==> config.mk <==
export PLATFORM = sky130hd
export DESIGN_NAME = nv_nvdla_hls_rshift_sat_pipe
export DESIGN_NICKNAME = d
export VERILOG_FILES = /design/src/rtl/nv_nvdla_hls_rshift_sat_pipe.sv
export SDC_FILE = /design/constraint.sdc
export NUM_CORES = 2
export LEC_CHECK = 0
export ABC_AREA = 1
export CAP_MARGIN = 30
export CORE_ASPECT_RATIO = 0.8
export CORE_UTILIZATION = 35
export CTS_CLUSTER_SIZE = 24
export DETAILED_ROUTE_END_ITERATION = 16
export SETUP_SLACK_MARGIN = 0.5
export SYNTH_ARGS = -nofsm -noshare
export SYNTH_HDL_FRONTEND = slang
export SYNTH_SLANG_ARGS = --single-unit
export TNS_END_PERCENT = 50
==> constraint.sdc <==
create_clock -name nvdla_core_clk -period 6.25 [get_ports nvdla_core_clk]
set_clock_uncertainty 0.2 [all_clocks]
set_input_delay 0.9375 -clock nvdla_core_clk [delete_from_list [all_inputs] [get_ports nvdla_core_clk]]
set_output_delay 0.9375 -clock nvdla_core_clk [all_outputs]
set_load 0.005 [all_outputs]
==> src/rtl/nv_nvdla_hls_rshift_sat_pipe.sv <==
// Two-stage multi-lane rounding right shift followed by signed/unsigned saturation,
// with valid/ready flow control and a sticky, clamping count of saturated lanes.
module nv_nvdla_hls_rshift_sat_pipe #(
    parameter int IN_WIDTH    = 49,
    parameter int OUT_WIDTH   = 32,
    parameter int LANES       = 4,
    parameter int SHIFT_WIDTH = 6,
    parameter int CNT_WIDTH   = 32
) (
    input  logic                           nvdla_core_clk,
    input  logic                           nvdla_core_rstn,
    input  logic                           in_pvld,
    output logic                           in_prdy,
    input  logic [LANES*IN_WIDTH-1:0]      in_pd,
    input  logic [SHIFT_WIDTH-1:0]         cfg_shift,
    input  logic                           cfg_unsigned,
    output logic                           out_pvld,
    input  logic                           out_prdy,
    output logic [LANES*OUT_WIDTH-1:0]     out_pd,
    output logic [LANES-1:0]               out_sat,
    input  logic                           sat_cnt_clr,
    output logic [CNT_WIDTH-1:0]           sat_cnt
);

    // One extra bit keeps x + 2^(s-1) from overflowing for any lane value.
    localparam int YW        = IN_WIDTH + 1;
    localparam int MAX_SHIFT = IN_WIDTH - 1;
    localparam int PW        = $clog2(LANES + 1);
    localparam logic signed [YW-1:0] SMAX = {{(YW-OUT_WIDTH+1){1'b0}}, {(OUT_WIDTH-1){1'b1}}};
    localparam logic signed [YW-1:0] SMIN = {{(YW-OUT_WIDTH+1){1'b1}}, {(OUT_WIDTH-1){1'b0}}};
    localparam logic signed [YW-1:0] UMAX = {{(YW-OUT_WIDTH){1'b0}}, {OUT_WIDTH{1'b1}}};

    function automatic logic [PW-1:0] popcount(input logic [LANES-1:0] v);
        logic [PW-1:0] n;
        n = '0;
        for (int i = 0; i < LANES; i++) begin
            n = n + PW'(v[i]);
        end
        return n;
    endfunction

    logic                          s1_vld_r;
    logic                          s1_unsigned_r;
    logic signed [YW-1:0]          s1_y_r [LANES];
    logic                          out_pvld_r;
    logic [LANES*OUT_WIDTH-1:0]    out_pd_r;
    logic [LANES-1:0]              out_sat_r;
    logic [CNT_WIDTH-1:0]          sat_cnt_r;

    logic                          s1_rdy_s;
    logic                          s2_rdy_s;
    logic [31:0]                   eff_shift_s;
    logic signed [YW-1:0]          rnd_s;
    logic signed [IN_WIDTH-1:0]    x_s [LANES];
    logic signed [YW-1:0]          s1_y_s [LANES];
    logic [LANES*OUT_WIDTH-1:0]    sat_pd_s;
    logic [LANES-1:0]              sat_s;
    logic [CNT_WIDTH:0]            cnt_sum_s;

    // Backpressure chain: each stage may load when empty or when its content leaves.
    always_comb begin
        s2_rdy_s = !out_pvld_r || out_prdy;
        s1_rdy_s = !s1_vld_r || s2_rdy_s;
    end

    // Stage 1 datapath: clamp the shift amount, add the half-LSB, arithmetic shift.
    always_comb begin
        if (32'(cfg_shift) > 32'(MAX_SHIFT)) begin
            eff_shift_s = 32'(MAX_SHIFT);
        end else begin
            eff_shift_s = 32'(cfg_shift);
        end
        if (eff_shift_s != 32'd0) begin
            rnd_s = YW'(1'b1) << (eff_shift_s - 32'd1);
        end else begin
            rnd_s = '0;
        end
        for (int i = 0; i < LANES; i++) begin
            x_s[i]    = in_pd[i*IN_WIDTH +: IN_WIDTH];
            s1_y_s[i] = (YW'(x_s[i]) + rnd_s) >>> eff_shift_s;
        end
    end

    // Stage 1 registers: capture shifted lanes and clamp mode with the beat.
    always_ff @(posedge nvdla_core_clk or negedge nvdla_core_rstn) begin
        if (!nvdla_core_rstn) begin
            s1_vld_r      <= 1'b0;
            s1_unsigned_r <= 1'b0;
            for (int i = 0; i < LANES; i++) begin
                s1_y_r[i] <= '0;
            end
        end else begin
            if (s1_rdy_s) begin
                s1_vld_r <= in_pvld;
            end
            if (s1_rdy_s && in_pvld) begin
                s1_unsigned_r <= cfg_unsigned;
                for (int i = 0; i < LANES; i++) begin
                    s1_y_r[i] <= s1_y_s[i];
                end
            end
        end
    end

    // Stage 2 datapath: saturate each lane to the selected output range.
    always_comb begin
        for (int i = 0; i < LANES; i++) begin
            sat_pd_s[i*OUT_WIDTH +: OUT_WIDTH] = s1_y_r[i][OUT_WIDTH-1:0];
            sat_s[i] = 1'b0;
            if (s1_unsigned_r) begin
                if (s1_y_r[i][YW-1]) begin
                    sat_pd_s[i*OUT_WIDTH +: OUT_WIDTH] = {OUT_WIDTH{1'b0}};
                    sat_s[i] = 1'b1;
                end else if (s1_y_r[i] > UMAX) begin
                    sat_pd_s[i*OUT_WIDTH +: OUT_WIDTH] = {OUT_WIDTH{1'b1}};
                    sat_s[i] = 1'b1;
                end else begin
                    sat_s[i] = 1'b0;
                end
            end else begin
                if (s1_y_r[i] > SMAX) begin
                    sat_pd_s[i*OUT_WIDTH +: OUT_WIDTH] = {1'b0, {(OUT_WIDTH-1){1'b1}}};
                    sat_s[i] = 1'b1;
                end else if (s1_y_r[i] < SMIN) begin
                    sat_pd_s[i*OUT_WIDTH +: OUT_WIDTH] = {1'b1, {(OUT_WIDTH-1){1'b0}}};
                    sat_s[i] = 1'b1;
                end else begin
                    sat_s[i] = 1'b0;
                end
            end
        end
        cnt_sum_s = {1'b0, sat_cnt_r} + (CNT_WIDTH+1)'(popcount(sat_s));
    end

    // Stage 2 registers and the saturation counter; clear beats a same-cycle increment.
    always_ff @(posedge nvdla_core_clk or negedge nvdla_core_rstn) begin
        if (!nvdla_core_rstn) begin
            out_pvld_r <= 1'b0;
            out_pd_r   <= '0;
            out_sat_r  <= '0;
            sat_cnt_r  <= '0;
        end else begin
            if (s2_rdy_s) begin
                out_pvld_r <= s1_vld_r;
            end
            if (s2_rdy_s && s1_vld_r) begin
                out_pd_r  <= sat_pd_s;
                out_sat_r <= sat_s;
            end
            if (sat_cnt_clr) begin
                sat_cnt_r <= '0;
            end else if (s2_rdy_s && s1_vld_r) begin
                sat_cnt_r <= cnt_sum_s[CNT_WIDTH] ? {CNT_WIDTH{1'b1}} : cnt_sum_s[CNT_WIDTH-1:0];
            end
        end
    end

    assign in_prdy  = s1_rdy_s;
    assign out_pvld = out_pvld_r;
    assign out_pd   = out_pd_r;
    assign out_sat  = out_sat_r;
    assign sat_cnt  = sat_cnt_r;

endmodule

== After elaboration in Yosys (flattened, before gate mapping) ==
Index checks and enable logic that the tools add are counted.

* Bits in latches: 0
* Register bits after elaboration: 367
* Input port bits: 208
* Word-level logic and storage cells: 90
* Memories: 0
* Output and inout port bits: 166
* ROM bits: 0
* Memory bits (writable): 0

* Div/mod/pow operators: 0
* Equality and inequality tests: 0
* Shift operators: 5
* Add/subtract/negate cells: 9
* Mux-type cells: 45
* Magnitude comparators: 13
* Bitwise logic cells: 0
* $mul: 0
* Reductions and logical operators: 8

{| class="wikitable"
|+ Operator list
! operator !! number
|-
| two-way mux 32 bit || 23
|-
| adder 49 x 50 -> 50 bit || 4
|-
| greater-than comparator 50 x 32 -> 1 bit, second input constant || 4
|-
| greater-than comparator 50 x 33 -> 1 bit, second input constant || 4
|-
| < comparator 50 x 32 -> 1 bit, second input constant || 4
|-
| >>> shifter 50 x 32 -> 50 bit || 4
|-
| two-way mux 50 bit || 1
|-
| << shifter 1 x 32 -> 50 bit, first input constant || 1
|-
| adder 32 x 3 -> 33 bit || 1
|-
| nonzero test 32 bit || 1
|-
| subtractor 32 x 1 -> 32 bit, second input constant || 1
|-
| two-way mux 1 bit || 20
|-
| greater-than comparator 6 bit, second input constant || 1
|-
| two-way mux 6 bit || 1
|-
| adder 2 x 1 -> 3 bit || 1
|-
| adder 3 x 1 -> 3 bit || 1
|-
| adder 1 x 1 -> 2 bit || 1
|-
| logical AND 1 bit || 2
|-
| zero test 1 bit || 2
|-
| logical OR 1 bit || 2
|-
| nonzero test 2 bit || 1
|}

== Depth between registers and ports, before layout ==
* Word-level depth: 11
* Mapped depth: 42
* Mapped depth without buffers: 39

== Worst setup path after synthesis ==
Ideal clock, no wire load.

* Kind: input -> register
* Start point: input port cfg_shift[1]
* End point: register s1_y_r[6] (netlist name)
* Buffers on the path: 3
* Data arrival time: 5,314 ps
* Stages on the path: 29
* Required time: 5,932 ps
* Setup time: 118 ps
* Setup slack: 619 ps
* Cells stage by stage: nor2_1 > nand2_1 > nand2_2 > nand2_1 > clkbuf_1 > buf_2 > ha_1 > nand2_4 > xor2_4 > nor2_8 > inv_1 > clkbuf_1 > nor3_1 > ha_1 > a21oi_1 > o21a_1 > o21bai_1 > a221oi_1 > nand3_2 > nand2_1 > nand3_2 > nand2_1 > nand2_1 > nand3_1 > nand3_1 > nand3_1 > nand2_1 > a21oi_1 > nor2_1

* Cells in the longest elaborated chain, start to end: 7
* Elaborated cells on any way between the ends: 8
* Those cells by class: add/sub: 2; order compare: 1; shift: 2; mux: 2; reduce/logical: 1

{| class="wikitable"
|+ RTL lines
! element !! line !! text
|-
| from (decl) || 15 || <nowiki>input logic [SHIFT_WIDTH-1:0] cfg_shift,</nowiki>
|-
| greater-than comparator 6 bit || 68 || <nowiki>if (32'(cfg_shift) > 32'(MAX_SHIFT)) begin</nowiki>
|-
| two-way mux 6 bit * || 68 ||
|-
| subtractor 32 x 1 -> 32 bit || 74 || <nowiki>rnd_s = YW'(1'b1) << (eff_shift_s - 32'd1);</nowiki>
|-
| << shifter 1 x 32 -> 50 bit || 74 ||
|-
| two-way mux 50 bit || 73 || <nowiki>if (eff_shift_s != 32'd0) begin</nowiki>
|-
| adder 49 x 50 -> 50 bit || 80 || <nowiki>s1_y_s[i] = (YW'(x_s[i]) + rnd_s) >>> eff_shift_s;</nowiki>
|-
| >>> shifter 50 x 32 -> 50 bit * || 80 ||
|-
| to (signal, indexed assignment) || 99 || <nowiki>s1_y_r[i] <= s1_y_s[i];</nowiki>
|-
| to (decl) || 44 || <nowiki>logic signed [YW-1:0] s1_y_r [LANES];</nowiki>
|}

Mark *: on every way between the ends. The rest lies on a longest branch, timed or not.
A chain may end at the register's enable or synchronous reset.

== Final worst setup path ==
* Start point: input port cfg_shift[0]
* End point: register s1_y_r[162] (netlist name)

The elaborated chain is that of the path after synthesis.

==> metrics.txt <==
first-pass GRT wire length=338000 µm; clock insertion delay at the later pin of the skew report=roughly 0.6 ns; share of Yosys cell area claimed by the top area cell type=0.212; Detail Placement HPWL=187000 µm; Worst setup EP type=flip-flop; per-cell via count in the routed design=5.52; data required time at the worst endpoint=6.49 ns; static power due to leakage=30.0 nW; sequential area share after synthesis=0.212; Internal Power=6.33 mW; Final Hold Fails=0; most area-hungry cell type in the Yosys netlist=sky130_fd_sc_hd__dfrtp_1; WS Path Type=in2reg; count of yosys warnings during synthesis=0; net count of the mapped netlist=7948; instance count of the mapped netlist=7566; leading cell type by number of instances after synthesis=sky130_fd_sc_hd__nand3_1; commonest register cell after synthesis=sky130_fd_sc_hd__dfrtp_1; vertical die dimension=317 µm; top cells by instance count after synthesis=sky130_fd_sc_hd__nand3_1 (1795), sky130_fd_sc_hd__nand2_1 (1716), sky130_fd_sc_hd__nor2_1 (955), sky130_fd_sc_hd__inv_1 (759), sky130_fd_sc_hd__a21oi_1 (550); share of the cycle needed by the critical path after routing=0.922; Fmax achieved=approximately 0.17 GHz; count of state elements after synthesis=367; leading cell types by total area after synthesis=sky130_fd_sc_hd__dfrtp_1 (21%), sky130_fd_sc_hd__nand3_1 (21%), sky130_fd_sc_hd__nand2_1 (15%), sky130_fd_sc_hd__nor2_1 (8.3%), sky130_fd_sc_hd__inv_1 (6.6%); root buffer selected by CTS=sky130_fd_sc_hd__clkbuf_16; combinational share of power=0.468; outcome=finished, final reports clean; die area=0.125 mm²; total routed wirelength=~230000 µm; reg-to-reg critical path startpoint=s1_y_r[199]; maximum number of pins on one net before global-route repair=213; Sinks on Clock Net=367; RSZ-0062 raised after global routing=true; clock input transition at the sequential cells of the worst setup and hold paths=0.07 ns; max_cap viols=0; relative contribution of sequential cells to total power=0.312; Sum Neg Setup Slack=0 ns; EDFF count, synth=0; crit path launch type=primary input; antenna violation net count after detailed routing=0; Routability Congestion=1.03; CTS tree=built; Post-Place Setup Slack=-0.713 ns; all-layer global routing usage=0.353; post-route worst setup slack=between 0.4 and 0.5 ns; start point of the critical path=cfg_shift[0]; average routed wire per standard cell=roughly 22 µm; actual slew at the worst max-slew pin=1.03 ns; critical path data arrival time=about 6.0 ns; post-layout minimum cycle time=roughly 5.8 ns; iteration count of the initial detailed-routing pass=9; average instance area after synthesis=between 5 and 6 µm²; TritonCTS Buffers=36; worst ir drop on vdd=0.182 mV; x dimension of the die=395 µm; number of antenna violations at the first check in global routing=4; area of the mapped netlist=roughly 0.043 mm²; site row count=115; first-iteration detailed-routing DRC count=5815; Final Net Count=just over 9000; Max-slew headroom=0.310; H-tree lvl count=2; share of synthesized flip-flops with an asynchronous set or reset=1.00; delay of the slowest cell on the worst path=between 0.4 and 0.5 ns; area of the placeable core=0.123 mm²; number of port buffers=about 370; clock network power share=0.220; Cells after DPL=10400; effective utilization at floorplan=0.353; DRC violations left=0; Worst Hold Class=in2async; Vias=slightly below 60000; maximum net fanout on the critical path=5; buffer depth of the longest clock path=3; share of post-route cells with drive strength above 1=0.215; Slew Viols, Final=0; number of cells in the finished layout apart from fillers=10500; area added between synthesis and finish=40.9%; switching power as a share of total power=0.406; PD cells=175 mW/mm²; net switching power of the design=4.33 mW; cell depth of the worst flop-to-flop path=31; cell with the largest stage delay on the worst path=sky130_fd_sc_hd__clkdlybuf4s50_1; boundary pin count=374; via count of the first global-routing pass=55900; Finish-stage setup viols=0; hold buffers post-CTS=0; post-synthesis cell type count=57; GRT Residual Overflow=0; final antenna diode count=0
-- path summary, 6_finish.rpt --
kind                                     to  slack [ns]
min in group nvdla_core_clk      s1_y_r[26]        0.29
worst min register to register   s1_y_r[26]        0.29
worst max-delay path            s1_y_r[162]        0.49
worst max register to register  sat_cnt[30]        0.72
worst min-delay path             out_pd[10]        0.19
max in group asynchronous        s1_y_r[88]        4.34
-- registers in the layout (all words and copies together) (netlist names) --
name and flops:
s1_y_r 200, out_pd 128, sat_cnt 32, out_sat 4
out_pvld 1, s1_unsigned_r 1, s1_vld_r 1
-- power by group through the flow --
stage	combinational (mW)	clock [mW]	sequential, mW
after CTS	4.83	2.38	3.33
after detailed placement	4.75	0	3.36
final	4.99	2.35	3.33
after global routing	5.42	2.47	3.40
after global placement	4.71	0	3.35
after floorplan	2.37	0	3.29
-- cells by family after synthesis --
logic type | after synthesis | share of synthesized area
compound gates | 992 | 0.125
xor+xnor | 53 | 0.0112
fa+ha+maj | 174 | 0.0508
buf+inv | 1104 | 0.0981
flops | 367 | 0.212
simple gates | 4876 | 0.503
-- what timing repair did --
action | 4_1_cts | 5_1_grt
resized for setup | 142 | 418
pin swaps | 24 | 71
endpoints found under the setup margin | 203 | 228
setup buffers | 17 | 12
-- worst max-delay path: cells and delay by family --
family	cells	cell delay [ns]
AO/OA/AOI/OAI	2	0.31
adder cells (fa/ha/maj)	1	0.32
buffers and inverters	8	1.38
AND/OR/NAND/NOR	21	3.04
-- metrics by stage --
stage           util  hold slack, ns  power [mW]  instance area [µm²]
6_report       0.497           0.188        10.7                61000
5_1_grt        0.497           0.237        11.3                61000
4_1_cts        0.483           0.220        10.5                59200
3_5_place_dp   0.466           0.273        8.11                57200
3_3_place_gp   0.466           0.271        8.06                57100
2_1_floorplan      -           0.255        5.66                43300
-- placed cells by master, fill, tap and decap left out, types with 35 or more instances in the layout --
master / instances
sky130_fd_sc_hd__nand3_2: 135
sky130_fd_sc_hd__dfrtp_1: 366
sky130_fd_sc_hd__a31oi_1: 62
sky130_fd_sc_hd__nand2_2: 121
sky130_fd_sc_hd__clkdlybuf4s50_1: 371
sky130_fd_sc_hd__a21oi_2: 94
sky130_fd_sc_hd__nand3_1: 1667
sky130_fd_sc_hd__a21oi_1: 460
sky130_fd_sc_hd__nor2_2: 68
sky130_fd_sc_hd__ha_1: 145
sky130_fd_sc_hd__nor3_1: 64
sky130_fd_sc_hd__o21ai_1: 36
sky130_fd_sc_hd__o21ai_0: 181
sky130_fd_sc_hd__nand2_1: 1634
sky130_fd_sc_hd__nand3b_1: 51
sky130_fd_sc_hd__nand4_1: 103
sky130_fd_sc_hd__nor2_1: 898
sky130_fd_sc_hd__buf_12: 35
sky130_fd_sc_hd__buf_4: 1165
sky130_fd_sc_hd__inv_1: 754
sky130_fd_sc_hd__xor2_1: 39
sky130_fd_sc_hd__clkbuf_16: 37
-- metal layers --
metal	vias to the layer above	part of all wire	GRT usage
li1	28000	-	-
met1	27200	0.41	0.432
met2	2302	0.47	0.610
met3	574	0.057	0.0371
met4	4	0.067	0.192
met5	-	0.00015	0
-- area by class of cell --
type	count	area, µm²
sequential	367	9190
clock inverter	16	184
clock buffer	49	1030
timing repair buffer	1593	13500
tap	1638	2050
inverter	777	2950
multi-input combinational	6095	32200
fill	12900	61700
Power figures use the tool's default switching activity.
